`src/rtl/mem_wb_stage_pkg.sv`:
```
// Shared definitions for the MEM/WB writeback stage.
//   DATA_W, REG_AW : default datapath and register-address widths
//   load_type_e    : load-width encodings carried alongside each instruction
package mem_wb_stage_pkg;

   localparam int unsigned DATA_W = 32;
   localparam int unsigned REG_AW = 5;

   typedef enum logic [2:0] {
      LT_LW  = 3'd0,
      LT_LB  = 3'd1,
      LT_LBU = 3'd2,
      LT_LH  = 3'd3,
      LT_LHU = 3'd4
   } load_type_e;

endpackage

```
`src/rtl/mem_wb_stage_load_align.sv`:
```
// Combinational load-data extraction for little-endian byte lanes.
//   rdata      : raw memory word
//   offset     : low two address bits of the load
//   load_type  : load width/signedness (unknown codes behave as lw)
//   data       : extracted, extended load value
//   misaligned : halfword on an odd address, or word not on a word boundary
module mem_wb_stage_load_align #(
   parameter int unsigned DATA_W = 32
) (
   input  logic [DATA_W-1:0] rdata,
   input  logic [1:0]        offset,
   input  logic [2:0]        load_type,
   output logic [DATA_W-1:0] data,
   output logic              misaligned
);
   import mem_wb_stage_pkg::*;

   logic [7:0]  byte_sel;
   logic [15:0] half_sel;

   always_comb begin
      byte_sel   = rdata[{offset, 3'b000} +: 8];
      half_sel   = rdata[{offset[1], 4'b0000} +: 16];
      data       = rdata;
      misaligned = 1'b0;
      case (load_type)
         LT_LB:  data = {{(DATA_W-8){byte_sel[7]}}, byte_sel};
         LT_LBU: data = {{(DATA_W-8){1'b0}}, byte_sel};
         LT_LH: begin
            data       = {{(DATA_W-16){half_sel[15]}}, half_sel};
            misaligned = offset[0];
         end
         LT_LHU: begin
            data       = {{(DATA_W-16){1'b0}}, half_sel};
            misaligned = offset[0];
         end
         default: misaligned = (offset != 2'b00);
      endcase
   end

endmodule

```
`src/rtl/mem_wb_stage.sv`:
```
// Writeback stage: owns the MEM/WB slot, aligns load data, drives the
// register-file write port.
//   clk, reset (async, active-low)
//   in_*          : EX/MEM instruction fields, captured into the slot
//   ReadData      : memory read data, arrives one cycle after in_*
//   stall, flush  : hold the slot / discard the instruction being captured
//   wb_*          : register-file write port
//   fwd_valid     : slot result usable for forwarding (ignores stall)
//   misalign      : sticky misaligned-load flag
//   retired       : retired-instruction counter
module mem_wb_stage #(
   parameter int unsigned DATA_W = mem_wb_stage_pkg::DATA_W,
   parameter int unsigned REG_AW = mem_wb_stage_pkg::REG_AW,
   parameter int unsigned CNT_W  = 32
) (
   input  logic              clk,
   input  logic              reset,
   input  logic              in_valid,
   input  logic              in_RegWrite,
   input  logic              in_MemToReg,
   input  logic              in_Link,
   input  logic [2:0]        in_LoadType,
   input  logic [REG_AW-1:0] in_WriteReg,
   input  logic [DATA_W-1:0] in_ALUResult,
   input  logic [DATA_W-1:0] in_PCPlus4,
   input  logic [DATA_W-1:0] ReadData,
   input  logic              stall,
   input  logic              flush,
   output logic              wb_RegWrite,
   output logic [REG_AW-1:0] wb_WriteReg,
   output logic [DATA_W-1:0] wb_WriteData,
   output logic              fwd_valid,
   output logic              misalign,
   output logic [CNT_W-1:0]  retired
);
   import mem_wb_stage_pkg::*;

   logic              slot_valid_q;
   logic              slot_regwrite_q;
   logic              slot_memtoreg_q;
   logic              slot_link_q;
   logic [2:0]        slot_loadtype_q;
   logic [REG_AW-1:0] slot_writereg_q;
   logic [DATA_W-1:0] slot_aluresult_q;
   logic [DATA_W-1:0] slot_pcplus4_q;
   logic              hold_valid_q;
   logic [DATA_W-1:0] hold_data_q;
   logic              misalign_q;
   logic [CNT_W-1:0]  retired_q;

   logic [DATA_W-1:0] read_data;
   logic [DATA_W-1:0] load_data;
   logic              load_misaligned;
   logic              misaligned_load;
   logic              writes_reg;

   // ReadData is only valid for one cycle; during a stall the captured copy stands in.
   assign read_data = hold_valid_q ? hold_data_q : ReadData;

   mem_wb_stage_load_align #(
      .DATA_W (DATA_W)
   ) u_load_align (
      .rdata      (read_data),
      .offset     (slot_aluresult_q[1:0]),
      .load_type  (slot_loadtype_q),
      .data       (load_data),
      .misaligned (load_misaligned)
   );

   // Alignment only matters for actual loads, not ALU results that happen to be odd.
   assign misaligned_load = slot_valid_q & slot_memtoreg_q & load_misaligned;
   assign writes_reg      = slot_valid_q & slot_regwrite_q & (slot_writereg_q != '0)
                            & ~misaligned_load;

   always_ff @(posedge clk or negedge reset) begin
      if (!reset) begin
         slot_valid_q     <= 1'b0;
         slot_regwrite_q  <= 1'b0;
         slot_memtoreg_q  <= 1'b0;
         slot_link_q      <= 1'b0;
         slot_loadtype_q  <= '0;
         slot_writereg_q  <= '0;
         slot_aluresult_q <= '0;
         slot_pcplus4_q   <= '0;
         hold_valid_q     <= 1'b0;
         hold_data_q      <= '0;
         misalign_q       <= 1'b0;
         retired_q        <= '0;
      end else begin
         // flush wins over stall for the valid bit
         if (flush) begin
            slot_valid_q <= 1'b0;
         end else if (!stall) begin
            slot_valid_q <= in_valid;
         end
         if (!stall) begin
            slot_regwrite_q  <= in_RegWrite;
            slot_memtoreg_q  <= in_MemToReg;
            slot_link_q      <= in_Link;
            slot_loadtype_q  <= in_LoadType;
            slot_writereg_q  <= in_WriteReg;
            slot_aluresult_q <= in_ALUResult;
            slot_pcplus4_q   <= in_PCPlus4;
         end

         if (flush || !stall) begin
            hold_valid_q <= 1'b0;
         end else if (!hold_valid_q) begin
            hold_valid_q <= 1'b1;
            hold_data_q  <= ReadData;
         end

         if (misaligned_load) begin
            misalign_q <= 1'b1;
         end
         if (slot_valid_q && !stall) begin
            retired_q <= retired_q + CNT_W'(1);
         end
      end
   end

   always_comb begin
      wb_WriteData = slot_aluresult_q;
      if (slot_link_q) begin
         wb_WriteData = slot_pcplus4_q;
      end else if (slot_memtoreg_q) begin
         wb_WriteData = load_data;
      end
   end

   assign wb_WriteReg = slot_writereg_q;
   assign wb_RegWrite = writes_reg & ~stall;
   assign fwd_valid   = writes_reg;
   assign misalign    = misalign_q;
   assign retired     = retired_q;

endmodule

```
`config.mk`:
```
export PLATFORM = sky130hd
export DESIGN_NAME = mem_wb_stage
export DESIGN_NICKNAME = d
export VERILOG_FILES = /design/src/rtl/mem_wb_stage_pkg.sv /design/src/rtl/mem_wb_stage_load_align.sv /design/src/rtl/mem_wb_stage.sv
export SDC_FILE = /design/constraint.sdc
export NUM_CORES = 1
export LEC_CHECK = 0
export CORE_UTILIZATION = 50
export CTS_CLUSTER_DIAMETER = 50
export CTS_CLUSTER_SIZE = 14
export DETAILED_ROUTE_END_ITERATION = 12
export PLACE_DENSITY = 0.8
export SLEW_MARGIN = 40
export SYNTH_ARGS = -nofsm -noshare
export SYNTH_HDL_FRONTEND = slang
export SYNTH_SLANG_ARGS = --single-unit
```
`constraint.sdc`:
```
create_clock -name clk -period 3.6 [get_ports clk]
set_input_delay 0.9 -clock clk [delete_from_list [all_inputs] [get_ports clk]]
set_output_delay 0.9 -clock clk [all_outputs]
set_load 0.01 [all_outputs]
```
# == Word-level counts from Yosys, hierarchy flattened ==
# Cells that the tools add are included.
# word_totals
mem_bits_rw,0
rom_bits,0
word_cells,43
memories,0
latch_bits,0
out_inout_bits,72
ff_bits,142
input_bits,112
# op_classes
order_cmp,0
n_eq_ne,5
muxes,8
shifts,2
bitwise_logic,8
multipliers,0
add_sub_neg,1
reduce_logical,7
div_mod_pow,0
# op_table
cell,count
one-hot mux 32 bit (4 select lines),1
2-to-1 mux 32 bit,3
"adder 32 x 1 -> 32 bit, second input constant",1
variable part select 32 x 6 -> 16 bit,1
variable part select 32 x 6 -> 8 bit,1
AND 1 bit,6
"== test 3 x 2 -> 1 bit, second input constant",2
nonzero test 5 bit,1
OR reduction 2 bit,2
"== test 3 x 1 -> 1 bit, second input constant",1
"== test 3 bit, second input constant",1
2-to-1 mux 1 bit,3
"!= test 2 x 1 -> 1 bit, second input constant",1
inverter 1 bit,2
one-hot mux 1 bit (2 select lines),1
nonzero test 2 bit,1
logical AND 1 bit,1
logical NOT 1 bit,1
logical OR 1 bit,1

# == Logic depth before layout (Yosys ltp) ==
# depth
word_depth,7
depth_mapped,8
mapped_depth_nobuf,6

# == Modules after synthesis ==
# A second synthesis with hierarchy kept.
# unflattened
hier_cells,689
hier_area_um2,7378.3
# by_module_without_submodules
module,n_inst,cells_each,area_each_um2,seq_area_each_um2
mem_wb_stage,1,586,6625.1,3553.4
mem_wb_stage_load_align,1,103,753.2,0.0

# == Worst setup path before layout ==
# Ideal clock, no wire load.
# synth_path
path_type,in2out
from,in ReadData[31]
to,out wb_WriteData[29]
n_path_buf,2
path_stages,7
setup_slack_ps,238
arrival_ps,2462
required_ps,2700
cell_sequence,mux2i_1 mux4_2 or3_1 buf_6 and3_1 buf_6 a21oi_2
# synth_between
elab_chain_cells,5
elab_cells_between_ends,6
classes_between,shift: 2; mux: 4
# synth_rtl
item,line,text
from (decl),mem_wb_stage.sv:26,"input logic [DATA_W-1:0] ReadData,"
2-to-1 mux 32 bit (*),--,
variable part select 32 x 6 -> 16 bit or variable part select 32 x 6 -> 8 bit (tied branches),"mem_wb_stage_load_align.sv:23, mem_wb_stage_load_align.sv:22",
one-hot mux 32 bit (4 select lines) (*),mem_wb_stage_load_align.sv:26,case (load_type)
2-to-1 mux 32 bit (*),mem_wb_stage.sv:126,end else if (slot_memtoreg_q) begin
2-to-1 mux 32 bit (*),mem_wb_stage.sv:124,if (slot_link_q) begin
to (decl),mem_wb_stage.sv:31,"output logic [DATA_W-1:0] wb_WriteData,"
# Mark *: on every way between the ends. The rest lies on a longest branch, timed or not.

# == Worst setup path after layout ==
# layout_path
from,in ReadData[7]
to,out wb_WriteData[30]
# layout_between
elab_chain_cells,5
# layout_rtl
item,line,text
2-to-1 mux 32 bit,--,
variable part select 32 x 6 -> 8 bit,mem_wb_stage_load_align.sv:22,"byte_sel = rdata[{offset, 3'b000} +: 8];"
one-hot mux 32 bit (4 select lines),mem_wb_stage_load_align.sv:26,
2-to-1 mux 32 bit,mem_wb_stage.sv:126,
2-to-1 mux 32 bit,mem_wb_stage.sv:124,
# No other way between the ends.

==> flow_summary_export.csv <==
group,metric,value,unit
clock_tree,cts_hold_buf,0,
pwr,power_leakage,0.00440,uW
worst_setup_path,crit_start,"ReadData[7]",
worst_setup_path,crit_path_max_fanout,4,
worst_setup_path,crit_arrival,2.70,ns
routing,antenna_left,0,
sta,fmax,278,MHz
sta,finalMaxSlewViolations,0,
logic_synthesis,yosys-top-cells-area,"dfrtp_1, mux2_2, mux2i_1",
global_routing,grt_usage,29.8,%
min_path,min_to,"misalign",
pwr,power-per-cell-area,474,nW/um2
sta,tightest_slew,0.711,ns
clock_tree,clockBufferDepth,2,
logic_synthesis,async_flop_share,100,%
routing,routed_via_density,5.81,
layout,drive_gt1_share,30.8,%
logic_synthesis,synth-main-ff-cell,"dfrtp_1",
logic_synthesis,syn_area,7240,um2
die,rows,43,
worst_setup_path,crit_slowest_cell,"mux4_2",
sta,final.period_utilization,100,%
worst_setup_path,cp_num_buf_inv,4,
clock_tree,root_buffer,"clkbuf_16",
logic_synthesis,yosysTopAreaCell,"dfrtp_1",
global_routing,grt.overflow.total,0,
flow_run,cap_violations,0,
sta,relSlewSlack,52.2,%
layout,final_cell_mix,"dfrtp_1, clkdlybuf4s50_1, mux2_2, buf_4, nor2_1",
die,start_util,51.8,%
sta,whs,0.462,ns
die,fp.dieArea,15000,um2
min_path,hold_class,"reg2reg",
routing,wl,21.6,mm
routing,vias,6120,
min_path,hp-start,"misalign",
layout,layout_commonest_cell,"dfrtp_1",
layout,antenna_cells,0,
layout,syn_to_final_growth,41.8,%
worst_setup_path,worstSetupPathType,"in2out",
worst_setup_path,critPathMostFrequentCell,"buf_6",
routing,drtIter0Drc,424,
global_routing,antenna_found_initial,0,
clock_tree,htree_levels,4,
place,gp_congestion,0.910,
worst_setup_path,crit_family,"multiplexers",
clock_tree,insertion_delay,0.42,ns
logic_synthesis,ys_seq_area_share,49.1,%
routing,firstDrtPassIters,5,
place,dp_slack,-0.768,ns
worst_setup_path,start_kind,"input pin",
layout,nFillCells,953,
layout,finalNetCount,973,
worst_setup_path,cp_cell_sequence,"dlygate4sd2_1, mux2i_1, mux4_2, or3_4, buf_6, buf_6, o211ai_1, a22o_1, buf_2",
worst_setup_path,max_stage_delay,0.52,ns
clock_tree,cts.sink_count,142,
sta,min_period,3.60,ns
die,num_io_pins,184,
die,core,14000,um2
sta,rsz0062_at_grt,"yes",
worst_setup_path,endpoint_kind,"primary output",
worst_setup_path,worst_ep_required_time,2.70,ns
global_routing,grt_pass1_wl,33.6,mm
logic_synthesis,synth_area_per_cell,11.3,um2
logic_synthesis,synth_edf_count,0,
place,dpl.hpwl,15.2,mm
logic_synthesis,yosysTopAreaCellShare,49.1,%
min_path,holdPathStages,1,
sta,hold_violations,0,
clock_tree,cts_buffers,17,
worst_setup_path,worstReg2RegStart,"retired[0]",
logic_synthesis,synthCells,639,
clock_tree,cts_tree,"built",
global_routing,grt_pass1_vias,6285,
logic_synthesis,synth.distinct_cells,55,
routing,drc,0,
pwr,peakVddDrop,0.360,mV
global_routing,grt_max_degree,78,
die,die_w,122,um
sta,fin_worst_skew,0.00480,ns
worst_setup_path,reg2reg_slack,1.54,ns
place,port_buffers,183,
logic_synthesis,synth_seq_cells,142,
logic_synthesis,syn_nets,752,
worst_setup_path,reg2regPathDepth,7,
die,dieHeight,122,um
sta,setup_viol,0,
logic_synthesis,ys_warn_count,0,
routing,routedWlPerCell,20.5,um
worst_setup_path,rr_endpoint,"retired[28]",
status,status,"completed",
sta,finalWorstSetupSlack,0.00108,ns
clock_tree,clk_pin_slew,0.06,ns
sta,finalSetupTns,0,ns
state kept, by name, indices dropped and copies added, names as in the netlist, 3 cells and up:
register,count
wb_WriteReg,5
slot_aluresult_q,32
slot_pcplus4_q,32
hold_data_q,32
retired,32
slot_loadtype_q,3
final cells by class:
| class | instances | area (um2) | share of cell area, % |
|---|---|---|---|
| clock buffer | 22 | 474 | 4.62 |
| tap | 180 | 225 | 2.19 |
| clock inverter | 10 | 136 | 1.33 |
| inverter | 8 | 30.0 | 0.292 |
| multi-input combinational | 449 | 3580 | 34.9 |
| timing repair buffer | 242 | 2270 | 22.1 |
| sequential | 142 | 3560 | 34.6 |
power breakdown:
group	internal, uW	switching, uW	total (uW)
sequential	1770	125	1890
combinational	605	559	1160
clock	1140	666	1810
total	3510	1350	4860
logic make-up (layout without fill, tap and decap cells):
| logic type | after synthesis | after routing | share of synthesized area, % |
|---|---|---|---|
| compound gates | 121 | 121 | 11.4 |
| simple gates | 158 | 158 | 10.6 |
| mux | 137 | 137 | 22.2 |
| xor+xnor | 32 | 32 | 3.87 |
| flops | 142 | 142 | 49.1 |
| fa+ha+maj | 1 | 1 | 0.173 |
| buf+inv | 48 | 282 | 2.82 |
worst max-delay path by stage:
stage                       end  cells after the start
2_1_floorplan  wb_WriteData[29]                      7
3_3_place_gp   wb_WriteData[29]                      7
3_5_place_dp   wb_WriteData[22]                      7
4_1_cts         wb_WriteData[0]                      5
5_1_grt        wb_WriteData[30]                      9
6_report       wb_WriteData[30]                      9
metal layers:
metal	share of wire [%]	routed length (um)	global-route usage, %
met2	48	10400	46.2
met3	7.5	1610	6.46
met4	4.1	893	16.2
met5	0	0	0
met1	40	8680	39.0
cell usage after synthesis (3+ instances only):
cell,n
dfrtp_1,142
nand2_1,43
a211oi_1,3
mux2_2,107
a311oi_1,3
a21oi_2,10
a21o_1,3
a31oi_1,3
nor3_1,7
nor2_1,45
or3_1,14
xnor2_1,17
mux4_2,8
o211ai_1,10
a221oi_1,4
o221a_2,3
nand4_1,7
o31ai_1,3
nand2b_1,5
buf_2,4
or2_2,9
o21ai_0,40
nand3_1,8
and3_1,6
o22ai_1,8
a22o_1,6
a22oi_1,4
a21oi_1,10
xor2_1,15
inv_1,6
clkbuf_1,31
mux2i_1,22
what timing repair did:
item / in CTS / in global routing
gates cloned: 1 / 0
buffers inserted: 7 / 0
pin swaps: 13 / 10
resized for setup: 120 / 30
endpoints found under the setup margin: 32 / 30
stage by stage:
stage	power, uW	util [%]	std cells	cell area (um2)
6_report	4860	73.4	1053	10300
3_3_place_gp	3030	68.2	1013	9530
4_1_cts	4850	72.8	1053	10200
2_1_floorplan	2460	-	639	7240
5_1_grt	5060	73.4	1053	10300
3_5_place_dp	3060	68.2	1013	9530
Note: power is estimated with default switching activity, not from simulation.
